==> src/rtl/mem_responder_pkg.sv <==
// Shared definitions for the single-outstanding memory responder:
// bus widths, FSM state encoding and transfer direction.
package mem_responder_pkg;

    localparam int unsigned BUS_ADDR_W = 26;
    localparam int unsigned BUS_DATA_W = 32;

    localparam logic DIR_READ  = 1'b0;
    localparam logic DIR_WRITE = 1'b1;

    typedef enum logic [2:0] {
        S_IDLE,
        S_ISSUE,
        S_WAIT,
        S_ACK,
        S_GAP
    } state_e;

    // Unsigned bus-address range test; depth carries one extra bit so 2**BUS_ADDR_W fits.
    function automatic logic addr_in_range(input logic [BUS_ADDR_W-1:0] addr,
                                           input logic [BUS_ADDR_W:0]   depth);
        return ({1'b0, addr} < depth);
    endfunction

endpackage

==> src/rtl/mem_responder_if.sv <==
// Loader-to-responder valid/ready bus: one read channel and one write channel,
// each with a single-cycle acknowledge.
interface mem_responder_if;
    import mem_responder_pkg::*;

    logic                  rvalid;
    logic [BUS_ADDR_W-1:0] raddr;
    logic                  rready;
    logic [BUS_DATA_W-1:0] rdata;
    logic                  wvalid;
    logic [BUS_ADDR_W-1:0] waddr;
    logic [BUS_DATA_W-1:0] wdata;
    logic                  wready;

    modport master (
        output rvalid, raddr, wvalid, waddr, wdata,
        input  rready, rdata, wready
    );

    modport slave (
        input  rvalid, raddr, wvalid, waddr, wdata,
        output rready, rdata, wready
    );

endinterface

==> src/rtl/mem_responder.sv <==
// Target side of the loader memory bus: serves one request at a time on a
// single-port synchronous SRAM with programmable wait states; all outputs registered.
module mem_responder
    import mem_responder_pkg::*;
#(
    parameter int unsigned ADDR_W  = 16,
    parameter int unsigned DEPTH   = 65536,
    parameter int unsigned LATENCY = 2
) (
    input  logic                  clk,
    input  logic                  rst,
    mem_responder_if.slave        bus,
    output logic                  mem_ce,
    output logic                  mem_we,
    output logic [ADDR_W-1:0]     mem_addr,
    output logic [BUS_DATA_W-1:0] mem_wdata,
    input  logic [BUS_DATA_W-1:0] mem_rdata,
    output logic                  busy,
    output logic                  err
);

    localparam logic [BUS_ADDR_W:0] DEPTH_L = (BUS_ADDR_W+1)'(DEPTH);
    localparam logic [3:0]          LAT_L   = 4'(LATENCY);

    state_e                state_q, state_d;
    logic                  dir_q, dir_d;
    logic [ADDR_W-1:0]     addr_q, addr_d;
    logic [BUS_DATA_W-1:0] data_q, data_d;
    logic [3:0]            cnt_q, cnt_d;
    logic                  oor_go;

    logic                  mem_ce_q, mem_we_q;
    logic [ADDR_W-1:0]     mem_addr_q;
    logic [BUS_DATA_W-1:0] mem_wdata_q;
    logic                  rready_q, wready_q;
    logic [BUS_DATA_W-1:0] rdata_q;
    logic                  busy_q, err_q;

    logic                  req_hit;
    logic                  served_valid;
    logic                  capture_rd;

    assign served_valid = (dir_q == DIR_WRITE) ? bus.wvalid : bus.rvalid;
    // Counter still holds its load value only during the first WAIT cycle,
    // which is when the SRAM read data is valid.
    assign capture_rd   = (state_q == S_WAIT) && (cnt_q == LAT_L) && (dir_q == DIR_READ);

    always_comb begin
        state_d = state_q;
        dir_d   = dir_q;
        addr_d  = addr_q;
        data_d  = data_q;
        cnt_d   = cnt_q;
        req_hit = 1'b0;
        oor_go  = 1'b0;

        case (state_q)
            S_IDLE: begin
                if (bus.wvalid) begin
                    dir_d   = DIR_WRITE;
                    addr_d  = bus.waddr[ADDR_W-1:0];
                    data_d  = bus.wdata;
                    req_hit = addr_in_range(bus.waddr, DEPTH_L);
                end else if (bus.rvalid) begin
                    dir_d   = DIR_READ;
                    addr_d  = bus.raddr[ADDR_W-1:0];
                    req_hit = addr_in_range(bus.raddr, DEPTH_L);
                end
                if (bus.wvalid || bus.rvalid) begin
                    if (req_hit) begin
                        state_d = S_ISSUE;
                    end else begin
                        state_d = S_ACK;
                        oor_go  = 1'b1;
                    end
                end
            end
            S_ISSUE: begin
                state_d = S_WAIT;
                cnt_d   = LAT_L;
            end
            S_WAIT: begin
                if (cnt_q == 4'd0) begin
                    state_d = S_ACK;
                end else begin
                    cnt_d = cnt_q - 4'd1;
                end
            end
            S_ACK: begin
                state_d = S_GAP;
            end
            S_GAP: begin
                if (!served_valid) begin
                    state_d = S_IDLE;
                end
            end
            default: begin
                state_d = S_IDLE;
            end
        endcase
    end

    always_ff @(posedge clk or negedge rst) begin
        if (!rst) begin
            state_q <= S_IDLE;
            dir_q   <= DIR_READ;
            addr_q  <= '0;
            data_q  <= '0;
            cnt_q   <= '0;
        end else begin
            state_q <= state_d;
            dir_q   <= dir_d;
            addr_q  <= addr_d;
            data_q  <= data_d;
            cnt_q   <= cnt_d;
        end
    end

    // Outputs are registered from the next-state decode so they line up with the state.
    always_ff @(posedge clk or negedge rst) begin
        if (!rst) begin
            mem_ce_q    <= 1'b0;
            mem_we_q    <= 1'b0;
            mem_addr_q  <= '0;
            mem_wdata_q <= '0;
            rready_q    <= 1'b0;
            wready_q    <= 1'b0;
            rdata_q     <= '0;
            busy_q      <= 1'b0;
            err_q       <= 1'b0;
        end else begin
            mem_ce_q <= (state_d == S_ISSUE);
            mem_we_q <= (state_d == S_ISSUE) && (dir_d == DIR_WRITE);
            if (state_d == S_ISSUE) begin
                mem_addr_q  <= addr_d;
                mem_wdata_q <= data_d;
            end
            rready_q <= (state_d == S_ACK) && (dir_d == DIR_READ);
            wready_q <= (state_d == S_ACK) && (dir_d == DIR_WRITE);
            if (oor_go && (dir_d == DIR_READ)) begin
                rdata_q <= '0;
            end else if (capture_rd) begin
                rdata_q <= mem_rdata;
            end
            busy_q <= (state_d != S_IDLE);
            err_q  <= err_q | oor_go;
        end
    end

    assign mem_ce     = mem_ce_q;
    assign mem_we     = mem_we_q;
    assign mem_addr   = mem_addr_q;
    assign mem_wdata  = mem_wdata_q;
    assign busy       = busy_q;
    assign err        = err_q;
    assign bus.rready = rready_q;
    assign bus.wready = wready_q;
    assign bus.rdata  = rdata_q;

endmodule

==> src/flat_wrapper.sv <==
// flat-port wrapper written by rule: the top's interface ports become plain ports
module mem_responder_flat import mem_responder_pkg::*;
#(
    parameter int unsigned ADDR_W  = 16,
    parameter int unsigned DEPTH   = 65536,
    parameter int unsigned LATENCY = 2
)
  (clk, rst, mem_ce, mem_we, mem_addr, mem_wdata, mem_rdata, busy, err, bus_rvalid, bus_raddr, bus_wvalid, bus_waddr, bus_wdata, bus_rready, bus_rdata, bus_wready);
  mem_responder_if bus_i ();
  input  logic clk;
  input  logic rst;
  output logic mem_ce;
  output logic mem_we;
  output logic [ADDR_W-1:0] mem_addr;
  output logic [BUS_DATA_W-1:0] mem_wdata;
  input  logic [BUS_DATA_W-1:0] mem_rdata;
  output logic busy;
  output logic err;
  input wire logic [$bits(bus_i.rvalid)-1:0] bus_rvalid;
  input wire logic [$bits(bus_i.raddr)-1:0] bus_raddr;
  input wire logic [$bits(bus_i.wvalid)-1:0] bus_wvalid;
  input wire logic [$bits(bus_i.waddr)-1:0] bus_waddr;
  input wire logic [$bits(bus_i.wdata)-1:0] bus_wdata;
  output wire logic [$bits(bus_i.rready)-1:0] bus_rready;
  output wire logic [$bits(bus_i.rdata)-1:0] bus_rdata;
  output wire logic [$bits(bus_i.wready)-1:0] bus_wready;
  assign bus_i.rvalid = bus_rvalid;
  assign bus_i.raddr = bus_raddr;
  assign bus_i.wvalid = bus_wvalid;
  assign bus_i.waddr = bus_waddr;
  assign bus_i.wdata = bus_wdata;
  assign bus_rready = bus_i.rready;
  assign bus_rdata = bus_i.rdata;
  assign bus_wready = bus_i.wready;
  mem_responder #(.ADDR_W(ADDR_W), .DEPTH(DEPTH), .LATENCY(LATENCY)) u_core (.clk(clk), .rst(rst), .bus(bus_i), .mem_ce(mem_ce), .mem_we(mem_we), .mem_addr(mem_addr), .mem_wdata(mem_wdata), .mem_rdata(mem_rdata), .busy(busy), .err(err));
endmodule
==> config.mk <==
export PLATFORM = sky130hd
export DESIGN_NAME = mem_responder_flat
export DESIGN_NICKNAME = d
export VERILOG_FILES = /design/src/rtl/mem_responder_pkg.sv /design/src/rtl/mem_responder_if.sv /design/src/rtl/mem_responder.sv /design/src/flat_wrapper.sv
export SDC_FILE = /design/constraint.sdc
export NUM_CORES = 1
export LEC_CHECK = 0
export ABC_AREA = 0
export CAP_MARGIN = 20
export CELL_PAD_IN_SITES_DETAIL_PLACEMENT = 2
export CELL_PAD_IN_SITES_GLOBAL_PLACEMENT = 2
export CORE_MARGIN = 1
export CORE_UTILIZATION = 41
export CTS_BUF_LIST = sky130_fd_sc_hd__clkbuf_16
export CTS_CLUSTER_DIAMETER = 60
export CTS_CLUSTER_SIZE = 20
export DETAILED_ROUTE_END_ITERATION = 8
export DONT_BUFFER_PORTS = 1
export PLACE_DENSITY = 0.83
export SYNTH_ARGS = -nofsm -noshare
export SYNTH_HDL_FRONTEND = slang
export SYNTH_SLANG_ARGS = --single-unit
==> constraint.sdc <==
create_clock -name clk -period 5.4 [get_ports clk]
set_input_delay 0 -clock clk [delete_from_list [all_inputs] [get_ports clk]]
set_output_delay 0 -clock clk [all_outputs]
set_load 0.1 [all_outputs]
-- Word level (Yosys, flattened, before mapping)
Cells that the tools add are included.
- bits in registers: 142
- output and inout port bits: 86
- bitwise gates (word level): 3
- $add $sub $neg: 1
- $lt $le $gt $ge: 2
- mux-type cells: 24
- reductions and logical operators: 13
- eq/ne operators: 8
- operators with widths (cell ; number):
    two-way mux 32 bit ; 4
    < comparator 26 x 17 -> 1 bit, second input constant ; 2
    two-way mux 16 bit ; 3
    case mux 3 bit (5 select lines) ; 1
    two-way mux 1 bit ; 10
    equality test 3 x 2 -> 1 bit, second input constant ; 3
    two-way mux 3 bit ; 3
    case mux 4 bit (2 select lines) ; 1
    equality test 3 x 1 -> 1 bit, second input constant ; 2
    logical AND 1 bit ; 6
    equality test 4 x 2 -> 1 bit, second input constant ; 1
    logical NOT 4 bit ; 1
    two-way mux 4 bit ; 1
    nonzero test 2 bit ; 2
    subtractor 4 x 1 -> 4 bit, second input constant ; 1
    equality test 3 bit, second input constant ; 1
    logical NOT 3 bit ; 1
    nonzero test 3 bit ; 1
    two-way mux 2 bit ; 1
    != test 2 bit, second input constant ; 1
    NOT 1 bit ; 2
    AND reduction 2 bit ; 1
    logical OR 1 bit ; 1
    bitwise OR 1 bit ; 1

-- Longest topological paths before layout
Gate-level depths: netlist of run 1.
- word-level depth: 9
- depth in mapped cells: 8
- depth with buffers taken out: 7

-- Worst setup path after synthesis of run 1
Ideal clock, no wire load.
- kind: flip-flop to flip-flop
- start: register u_core.cnt_q[0]
- end: register u_core.mem_wdata_q[2], in the netlist u_core.mem_wdata[2]
- setup time: 0.143 ns
- data arrival time: 2.024 ns
- path buffers: 2
- required time: 5.257 ns
- stages on the path, launching flop included: 9
- setup slack: 3.233 ns
- clock period less this slack: 2.167 ns
- path through: dfrtp_1 -> inv_1 -> ha_1 -> or3b_2 -> a2111o_1 -> clkbuf_1 -> clkbuf_1 -> nor2_1 -> a31oi_1
- cells in the longest elaborated chain, start to end: 4
- RTL lines (item ; RTL line ; RTL):
    start, declared ; mem_responder.sv:29 ; logic [3:0] cnt_q, cnt_d;
    start signal, assigned ; mem_responder.sv:115 ; cnt_q <= cnt_d;
    logical NOT 4 bit ; mem_responder.sv:83 ; if (cnt_q == 4'd0) begin
    two-way mux 3 bit ; mem_responder.sv:83 ;
    case mux 3 bit (5 select lines) ; mem_responder.sv:57 ; case (state_q)
    equality test 3 x 1 -> 1 bit ; mem_responder.sv:134 ; if (state_d == S_ISSUE) begin
    end signal, assigned ; mem_responder.sv:136 ; mem_wdata_q <= data_d;
    end, declared ; mem_responder.sv:34 ; logic [BUS_DATA_W-1:0] mem_wdata_q;
No other way between the ends.
A chain may end at the register's enable or synchronous reset.

-- Worst setup path after layout of run 1
- start: register u_core.state_q[1]
- end: register u_core.mem_addr_q[9], in the netlist u_core.mem_addr[9]
- elaborated cells on any way between the ends: 11
- those cells by class: eq/ne (5); mux (5); reduce/logical (1)
- RTL lines (item ; RTL line ; RTL):
    start, declared ; mem_responder.sv:25 ; state_e state_q, state_d;
    start signal, assigned ; mem_responder.sv:111 ; state_q <= state_d;
    logical NOT 3 bit ; mem_responder.sv:57 ;
    two-way mux 16 bit ; mem_responder.sv:57 ;
    net u_core.addr_d[9] ; mem_responder.sv:27 ; logic [ADDR_W-1:0] addr_q, addr_d;
    end signal, assigned ; mem_responder.sv:135 ; mem_addr_q <= addr_d;
    end, declared ; mem_responder.sv:33 ; logic [ADDR_W-1:0] mem_addr_q;
The timed path passes the listed nets, and every way through them passes these cells.

==> run summary, run 1 <==
RUN STATUS
------------------------------------------------------------------------------------
Status                                                                  complete, no violations

HOLD PATH
------------------------------------------------------------------------------------
Source of the worst hold timing path                                    bus_raddr[12]
Number of cells on the worst hold path                                             3
End point of the most critical hold path                                u_core.mem_addr[12]
Path category of the worst min-delay check                                 in -> reg

CELLS AND AREA
------------------------------------------------------------------------------------
Final Util                                                                     0.543
Area added between synthesis and finish                                        29.7%
Most frequent cells in the layout                                       142 x sky130_fd_sc_hd__dfrtp_1, 99 x sky130_fd_sc_hd__dlygate4sd3_1, 69 x sky130_fd_sc_hd__nand2_1
Total of fill cells in the finished design                                      1390
Area of the multi-input gates                                             2340 sq um
Most common library cell in the layout ignoring fill and taps           sky130_fd_sc_hd__dfrtp_1
Fin nets                                                                         761
Fraction of layout cells with a size suffix above 1                            0.132
Total area of sequential cells                                            3550 sq um

SETUP PATH
------------------------------------------------------------------------------------
Crit path launch type                                                           flop
Cells along the critical path                                           or3_1 -> a22oi_1 -> o21ai_0 -> dlygate4sd3_1 -> mux2_1
Crit path capture type                                                          flop
Worst R2R Setup Slack                                                        2.50 ns
Worst R2R Path Depth                                                               5
Critical path's slowest cell                                            sky130_fd_sc_hd__or3_1
Worst reg2reg path endpoint                                             u_core.mem_addr[9]
Crit path max fanout                                                              19
Slowest stage delay, CP                                                      0.79 ns
Category of the critical setup timing path                                reg -> reg
WP data required                                                             5.70 ns
Critical Path AT                                                             3.20 ns
Total buffers and inverters traversed by the critical path                         1
Launch instance of the worst register-to-register path                  u_core.state_q[1]
Crit path max-delay family                                              simple AND/OR/NAND/NOR gates

DIE
------------------------------------------------------------------------------------
Die area                                                                 15300 sq um
Die width                                                                     124 um
Die Y                                                                         124 um
I/O pins                                                                         206
Effective utilization at floorplan                                             0.419
Floorplan core area                                                      14500 sq um
Number of rows in the core area                                                   44

LOGIC SYNTHESIS
------------------------------------------------------------------------------------
Cells taking the most area after synthesis                              sky130_fd_sc_hd__dfrtp_1 59%, sky130_fd_sc_hd__mux2_2 7.2%, sky130_fd_sc_hd__a31oi_1 5.1%
Count of distinct cell types in the synthesized netlist                           38
Share of the synthesized area in the top cell type                             0.586
Synthesis Warnings                                                                 0
Cells after Synth                                                                556
Syn nets                                                                         679
Synth Flop Type                                                         sky130_fd_sc_hd__dfrtp_1
Count of flip-flops with a built-in enable after synthesis                         0
Fraction of the yosys area taken by sequential cells                           0.586
Post-synth design cell area                                               6060 sq um
Share of synthesized registers carrying an async set or reset                   1.00
Leading area contributor after synthesis                                sky130_fd_sc_hd__dfrtp_1
Number of synthesized register bits                                              142
Avg Cell Area, Syn                                                        10.9 sq um

TIMING
------------------------------------------------------------------------------------
Least-Margin Pin Slew                                                        1.02 ns
Skew final                                                                 0.0108 ns
Hold WS                                                                    0.0307 ns
Hold violation count in the final report                                           0
Peak Freq                                                                  0.345 GHz
Setup repair after global routing missed its margin                               no
Final period utilization                                                       0.537
Time the final worst path needs with I/O delays and setup                    2.90 ns
Worst slew slack as a fraction of its limit                                    0.315
Final setup violating endpoints                                                    0
Sum of negative setup slack                                                     0 ns
Final Max Tran Viols                                                               0

DRT
------------------------------------------------------------------------------------
Total via count after detailed routing                                          5018
Remaining number of nets flagged by the antenna check after routing                0
Routed WL per cell                                                           27.3 um
Initial detailed-routing violation count                                         281
Number of vias per cell after detailed routing                                  6.01
Detailed-router iteration count before antenna repair                              4
DRC viols                                                                          0
Total wire length after detailed routing                                    22800 um

CTS
------------------------------------------------------------------------------------
TritonCTS clock tree                                                            done
Clock sinks                                                                      142
Post-cts resize count                                                              0
Number of levels in the clock H-tree                                               4
Root buf cell                                                           sky130_fd_sc_hd__clkbuf_16
Source-to-sink clock delay at the later pin of the worst-skew pair           0.43 ns
Buffer levels on the longest clock path                                            2
Number of buffers inserted during clock tree synthesis                            17
Clk pin slew, worst setup/hold paths                                         0.06 ns

PLACE
------------------------------------------------------------------------------------
HPWL after DPL                                                              11800 um
Weighted congestion at the end of routability-driven global placement          0.735
Number of buffer cells added on primary ports                                      0

GLOBAL ROUTE
------------------------------------------------------------------------------------
Largest net degree at the start of global routing                                143
Number of global-route vias before repair                                       5615
Total global routing track utilization                                         0.292
Residual overflow from global routing                                              0
Initial antenna violation count                                                    1
Global-route wire length before repair                                      32400 um

POWER AND IR DROP
------------------------------------------------------------------------------------
Max VDD drop                                                                  253 uV
Leakage power of the design                                               0.00341 uW
Total power per unit cell area                                           654 nW/um^2

FLOW RUN
------------------------------------------------------------------------------------
Max-Cap Viols                                                                      0

-- per-stage QoR --
step	cells	area (sq um)	setup slack [ns]	power (uW)
after floorplan	556	6060	3.23	3330
after global placement	698	6190	2.49	3530
after detailed placement	699	6220	2.51	3650
after CTS	830	7770	2.32	4970
after global routing	834	7860	2.40	5350
final	835	7860	2.50	5140
-- synthesized netlist by cell type (2+ instances only) --
| cell | n |
|---|---|
| sky130_fd_sc_hd__a211oi_1 | 33 |
| sky130_fd_sc_hd__a21oi_1 | 34 |
| sky130_fd_sc_hd__a22oi_1 | 16 |
| sky130_fd_sc_hd__a31oi_1 | 49 |
| sky130_fd_sc_hd__buf_2 | 5 |
| sky130_fd_sc_hd__clkbuf_1 | 43 |
| sky130_fd_sc_hd__dfrtp_1 | 142 |
| sky130_fd_sc_hd__ha_1 | 3 |
| sky130_fd_sc_hd__inv_1 | 5 |
| sky130_fd_sc_hd__mux2_1 | 9 |
| sky130_fd_sc_hd__mux2_2 | 39 |
| sky130_fd_sc_hd__nand2_1 | 69 |
| sky130_fd_sc_hd__nand3_1 | 3 |
| sky130_fd_sc_hd__nor2_1 | 41 |
| sky130_fd_sc_hd__nor2b_1 | 16 |
| sky130_fd_sc_hd__nor3_1 | 3 |
| sky130_fd_sc_hd__nor3b_1 | 2 |
| sky130_fd_sc_hd__nor4_1 | 3 |
| sky130_fd_sc_hd__nor4b_1 | 2 |
| sky130_fd_sc_hd__o21ai_0 | 19 |
| sky130_fd_sc_hd__or4_1 | 2 |
| sky130_fd_sc_hd__xor2_1 | 2 |
-- worst register-to-register path, delay by kind of cell (launching register included) --
family,cells,cell delay (ns)
multiplexers,1,0.31
flip-flops,1,0.55
AO/OA/AOI/OAI,2,0.50
buffers and inverters,1,0.64
AND/OR/NAND/NOR,1,0.79
-- sequential cells by signal (all words and copies together) (netlist names) --
signal / cells
u_core.bus.rdata: 32
u_core.busy: 1
u_core.cnt_q: 4
u_core.dir_q: 1
u_core.addr_q: 16
u_core.mem_wdata: 32
u_core.mem_addr: 16
u_core.bus.wready: 1
u_core.bus.rready: 1
u_core.err: 1
u_core.data_q: 32
u_core.mem_we: 1
u_core.mem_ce: 1
u_core.state_q: 3
-- power breakdown --
group / internal, uW / switching (uW)
Clock: 660 / 450
Combinational: 622 / 807
Sequential: 1390 / 1210
-- kinds of logic after synthesis --
group                    synth area share
buffers and inverters              0.0339
AO/OA/AOI/OAI                       0.164
XOR/XNOR                          0.00289
adder cells (fa/ha/maj)           0.00619
multiplexers                       0.0908
flip-flops                          0.586
AND/OR/NAND/NOR                     0.116
-- metal layers --
| layer | vias to the layer above | share of wire | track usage |
|---|---|---|---|
| li1 | 2162 | - | - |
| met1 | 2590 | 0.37 | 0.319 |
| met2 | 215 | 0.53 | 0.514 |
| met3 | 49 | 0.068 | 0.0875 |
| met4 | 2 | 0.033 | 0.145 |
| met5 | - | 0.00057 | 0 |
-- what timing repair did --
item	4_1_cts	5_1_grt
setup buffers	0	0
hold buffers	100	0
endpoints found under the hold margin	272	0
-- worst max-delay path by stage --
stage | endpoint | slack [ns] | from | cells past startpoint
detailed placement | u_core.mem_we | 2.51 | u_core.cnt_q[0] | 7
global placement | u_core.mem_addr[10] | 2.49 | u_core.state_q[1] | 4
finish | u_core.mem_addr[9] | 2.50 | u_core.state_q[1] | 5
floorplan | u_core.mem_wdata[2] | 3.23 | u_core.cnt_q[0] | 8
global route | u_core.mem_addr[9] | 2.40 | u_core.state_q[1] | 5
CTS | u_core.addr_q[8] | 2.32 | u_core.state_q[1] | 5
-- area by class of cell --
class | count | share of cell area
flip-flops and latches | 142 | 0.452
multi-input cells | 361 | 0.298
repair buffers | 111 | 0.149
clock buffers | 17 | 0.0541
well taps | 184 | 0.0293
clock inverters | 14 | 0.0142
inverters | 5 | 0.00239
diodes | 1 | 0.000318
Note: power is estimated with default switching activity, not from simulation.
==> run 2: changes to the inputs <==
--- a/config.mk
+++ b/config.mk
@@ -5,18 +5,18 @@
 export SDC_FILE = /design/constraint.sdc
 export NUM_CORES = 1
 export LEC_CHECK = 0
-export ABC_AREA = 0
+export ABC_AREA = 1
 export CAP_MARGIN = 20
 export CELL_PAD_IN_SITES_DETAIL_PLACEMENT = 2
 export CELL_PAD_IN_SITES_GLOBAL_PLACEMENT = 2
 export CORE_MARGIN = 1
-export CORE_UTILIZATION = 41
+export CORE_UTILIZATION = 32
 export CTS_BUF_LIST = sky130_fd_sc_hd__clkbuf_16
 export CTS_CLUSTER_DIAMETER = 60
 export CTS_CLUSTER_SIZE = 20
 export DETAILED_ROUTE_END_ITERATION = 8
 export DONT_BUFFER_PORTS = 1
-export PLACE_DENSITY = 0.83
+export PLACE_DENSITY = 0.75
 export SYNTH_ARGS = -nofsm -noshare
 export SYNTH_HDL_FRONTEND = slang
 export SYNTH_SLANG_ARGS = --single-unit
==> constraint.sdc (replaced) <==
create_clock -name clk -period 2.45 [get_ports clk]
set_input_delay 0 -clock clk [delete_from_list [all_inputs] [get_ports clk]]
set_output_delay 0 -clock clk [all_outputs]
set_load 0.1 [all_outputs]
==> run 2 against run 1 <==
- core utilization shrank 8.0 points
- via count grew 15%
- highest routed layer is now met4
- setup slack lost 2.4 ns
- count of clock-buffer cells in the layout is the same
- the run now ends with hold timing left
- register-to-register slack lost 2.4 ns
- area after synthesis is essentially flat
- worst hold slack lost 0.76 ns
- largest cell class unchanged
==> run summary, run 2 <==
SETUP PATH
------------------------------------------------------------------------------------
Crit path max fanout                                                              21
Critical path's slowest cell                                            sky130_fd_sc_hd__dlygate4sd3_1
Launch instance of the worst register-to-register path                  u_core.state_q[0]
Worst reg2reg path endpoint                                             u_core.mem_addr[9]
Cells along the critical path                                           nor2_2 -> nand2_2 -> nor2_4 -> buf_8 -> nand2_1 -> nand3_1 -> dlygate4sd3_1 -> nand4_1 -> nand2_1
Worst R2R Setup Slack                                                        0.15 ns
Category of the critical setup timing path                                reg -> reg
WP data required                                                             2.81 ns
Critical Path AT                                                             2.66 ns
Crit path capture type                                                          flop
Slowest stage delay, CP                                                      0.64 ns
Crit path launch type                                                           flop
Worst R2R Path Depth                                                               9
Cell type with the highest occurrence count on the critical path        sky130_fd_sc_hd__nand2_1

DRT
------------------------------------------------------------------------------------
Routed WL per cell                                                           20.7 um
Remaining number of nets flagged by the antenna check after routing                0
Total via count after detailed routing                                          5757
Number of vias per cell after detailed routing                                  5.05
Detailed-router iteration count before antenna repair                              4
Initial detailed-routing violation count                                         199
Total wire length after detailed routing                                    23600 um
DRC viols                                                                          0

TIMING
------------------------------------------------------------------------------------
Setup repair after global routing missed its margin                               no
Hold WS                                                                    -0.732 ns
Final Max Tran Viols                                                               0
Skew final                                                                 0.0178 ns
Time the final worst path needs with I/O delays and setup                    2.30 ns
Hold violation count in the final report                                         142
Final setup violating endpoints                                                    0
Sum of negative setup slack                                                     0 ns
Final period utilization                                                       0.940
Worst slew slack as a fraction of its limit                                    0.358
Setup slack after layout                                                    0.146 ns
Least-Margin Pin Slew                                                       0.963 ns
Peak Freq                                                                  0.434 GHz

LOGIC SYNTHESIS
------------------------------------------------------------------------------------
Number of synthesized register bits                                              142
Avg Cell Area, Syn                                                        8.33 sq um
Post-synth design cell area                                               6060 sq um
Leading area contributor after synthesis                                sky130_fd_sc_hd__dfrtp_1
Syn nets                                                                         850
Cells taking the most area after synthesis                              sky130_fd_sc_hd__dfrtp_1 59%, sky130_fd_sc_hd__nand2_1 24%, sky130_fd_sc_hd__nand4_1 5.0%
Share of synthesized registers carrying an async set or reset                   1.00
Cells after Synth                                                                727
Fraction of the yosys area taken by sequential cells                           0.587
Share of the synthesized area in the top cell type                             0.587
Synthesis Warnings                                                                 0
Count leader, synth                                                     sky130_fd_sc_hd__nand2_1
Count of flip-flops with a built-in enable after synthesis                         0
Most numerous cell types in the synthesized netlist                     386 x sky130_fd_sc_hd__nand2_1, 142 x sky130_fd_sc_hd__dfrtp_1, 48 x sky130_fd_sc_hd__nand4_1
Count of distinct cell types in the synthesized netlist                           25
Synth Flop Type                                                         sky130_fd_sc_hd__dfrtp_1

POWER AND IR DROP
------------------------------------------------------------------------------------
Leakage power of the design                                               0.00464 uW
Max VDD drop                                                                  745 uV
Total power per unit cell area                                          1660 nW/um^2

PLACE
------------------------------------------------------------------------------------
HPWL after DPL                                                              12900 um
Cell area reported after detailed placement                               6850 sq um
Place WS                                                                    0.401 ns
Weighted congestion at the end of routability-driven global placement          0.761
Number of buffer cells added on primary ports                                      0
Placed instance count                                                           1008

CELLS AND AREA
------------------------------------------------------------------------------------
Fin nets                                                                        1021
Area added between synthesis and finish                                        39.5%
Final Util                                                                     0.463
Most common library cell in the layout ignoring fill and taps           sky130_fd_sc_hd__nand2_1
Fraction of layout cells with a size suffix above 1                            0.155
Area of the multi-input gates                                             2130 sq um
Non-Filler Instances                                                            1140
Total of fill cells in the finished design                                      1976
Most frequent cells in the layout                                       385 x sky130_fd_sc_hd__nand2_1, 142 x sky130_fd_sc_hd__dfrtp_1, 98 x sky130_fd_sc_hd__dlygate4sd3_1
Total area of sequential cells                                            3550 sq um
Final Cell Area                                                           8450 sq um
ANT cells                                                                          0

CTS
------------------------------------------------------------------------------------
Clk pin slew, worst setup/hold paths                                         0.08 ns
Clock sinks                                                                      142
Buffer levels on the longest clock path                                            2
Source-to-sink clock delay at the later pin of the worst-skew pair           0.44 ns
Number of levels in the clock H-tree                                               4
Hold_buf cts                                                                      98
TritonCTS clock tree                                                            done
Number of buffers inserted during clock tree synthesis                            17
Root buf cell                                                           sky130_fd_sc_hd__clkbuf_16

RUN STATUS
------------------------------------------------------------------------------------
Status                                                                  finished with violations
Violated checks                                                          hold timing

DIE
------------------------------------------------------------------------------------
I/O pins                                                                         206
Effective utilization at floorplan                                             0.331
Number of rows in the core area                                                   49
Die area                                                                 19500 sq um
Die width                                                                     140 um
Floorplan core area                                                      18300 sq um
Die Y                                                                         140 um

GLOBAL ROUTE
------------------------------------------------------------------------------------
Total global routing track utilization                                         0.255
Global-route wire length before repair                                      37600 um
Largest net degree at the start of global routing                                143
Residual overflow from global routing                                              0
Number of global-route vias before repair                                       6822
Initial antenna violation count                                                    0

HOLD PATH
------------------------------------------------------------------------------------
Path category of the worst min-delay check                               in -> async

FLOW RUN
------------------------------------------------------------------------------------
Max-Cap Viols                                                                      0

## run 2: cell count changes after synthesis, sizes merged, moves of 21 or more
cell / delta
nand2: +319
a31oi: -49
mux2: -48
nand4: +48
inv: +44
clkbuf: -36
a211oi: -33
a21oi: -31
buf: +27
nor2: -22
nand3: +21
## run 2: where the power goes
group / switching (uW) / total (uW) / internal [uW]
Clock: 1110 / 2630 / 1520
Sequential: 591 / 3840 / 3250
Combinational: 5870 / 7540 / 1680
## run 2: how the worst max path moves through the flow
stage | from | slack [ns] | to
finish | u_core.state_q[0] | 0.15 | u_core.mem_addr[9]
global route | u_core.state_q[0] | 0.02 | u_core.mem_addr[9]
CTS | u_core.state_q[0] | 0.15 | u_core.mem_addr[12]
detailed placement | u_core.state_q[0] | 0.40 | u_core.bus.rready
global placement | u_core.state_q[1] | 0.59 | u_core.mem_addr[3]
floorplan | u_core.cnt_q[0] | 0.98 | u_core.bus.rdata[19]
## run 2: kinds of logic after synthesis
family	synth area share
AO/OA/AOI/OAI	0.0145
adder cells (fa/ha/maj)	0.00620
buffers and inverters	0.0630
flip-flops	0.587
AND/OR/NAND/NOR	0.330
## run 2: layout make-up
cell class | instances | area share
flip-flops and latches | 142 | 0.420
clock inverters | 15 | 0.0188
multi-input cells | 497 | 0.252
clock buffers | 17 | 0.0503
repair buffers | 191 | 0.203
well taps | 229 | 0.0339
inverters | 49 | 0.0218
## run 2: critical path, delay by kind of cell, from the launching register on
kind                   cells  cell delay [ns]
buffers and inverters      2             0.85
DFF                        1             0.43
and+or+nand+nor            7             0.95
## run 2: metal layers
layer,wire length (um),global-route usage
met2,13000,0.491
met4,591,0.101
met1,8720,0.263
met5,0,0
met3,1250,0.0613
## run 2: through the flow
step	total power [uW]	hold slack [ns]
detailed placement	10800	-0.291
finish	14000	-0.732
floorplan	9080	-0.296
global route	14700	-0.763
CTS	13900	-0.750
global placement	10500	-0.292
## run 2: repair_timing
item / CTS / global route
buffers inserted: 0 / 2
resized for setup: 0 / 2
setup endpoints to repair: 0 / 8
hold endpoints to repair: 274 / 142
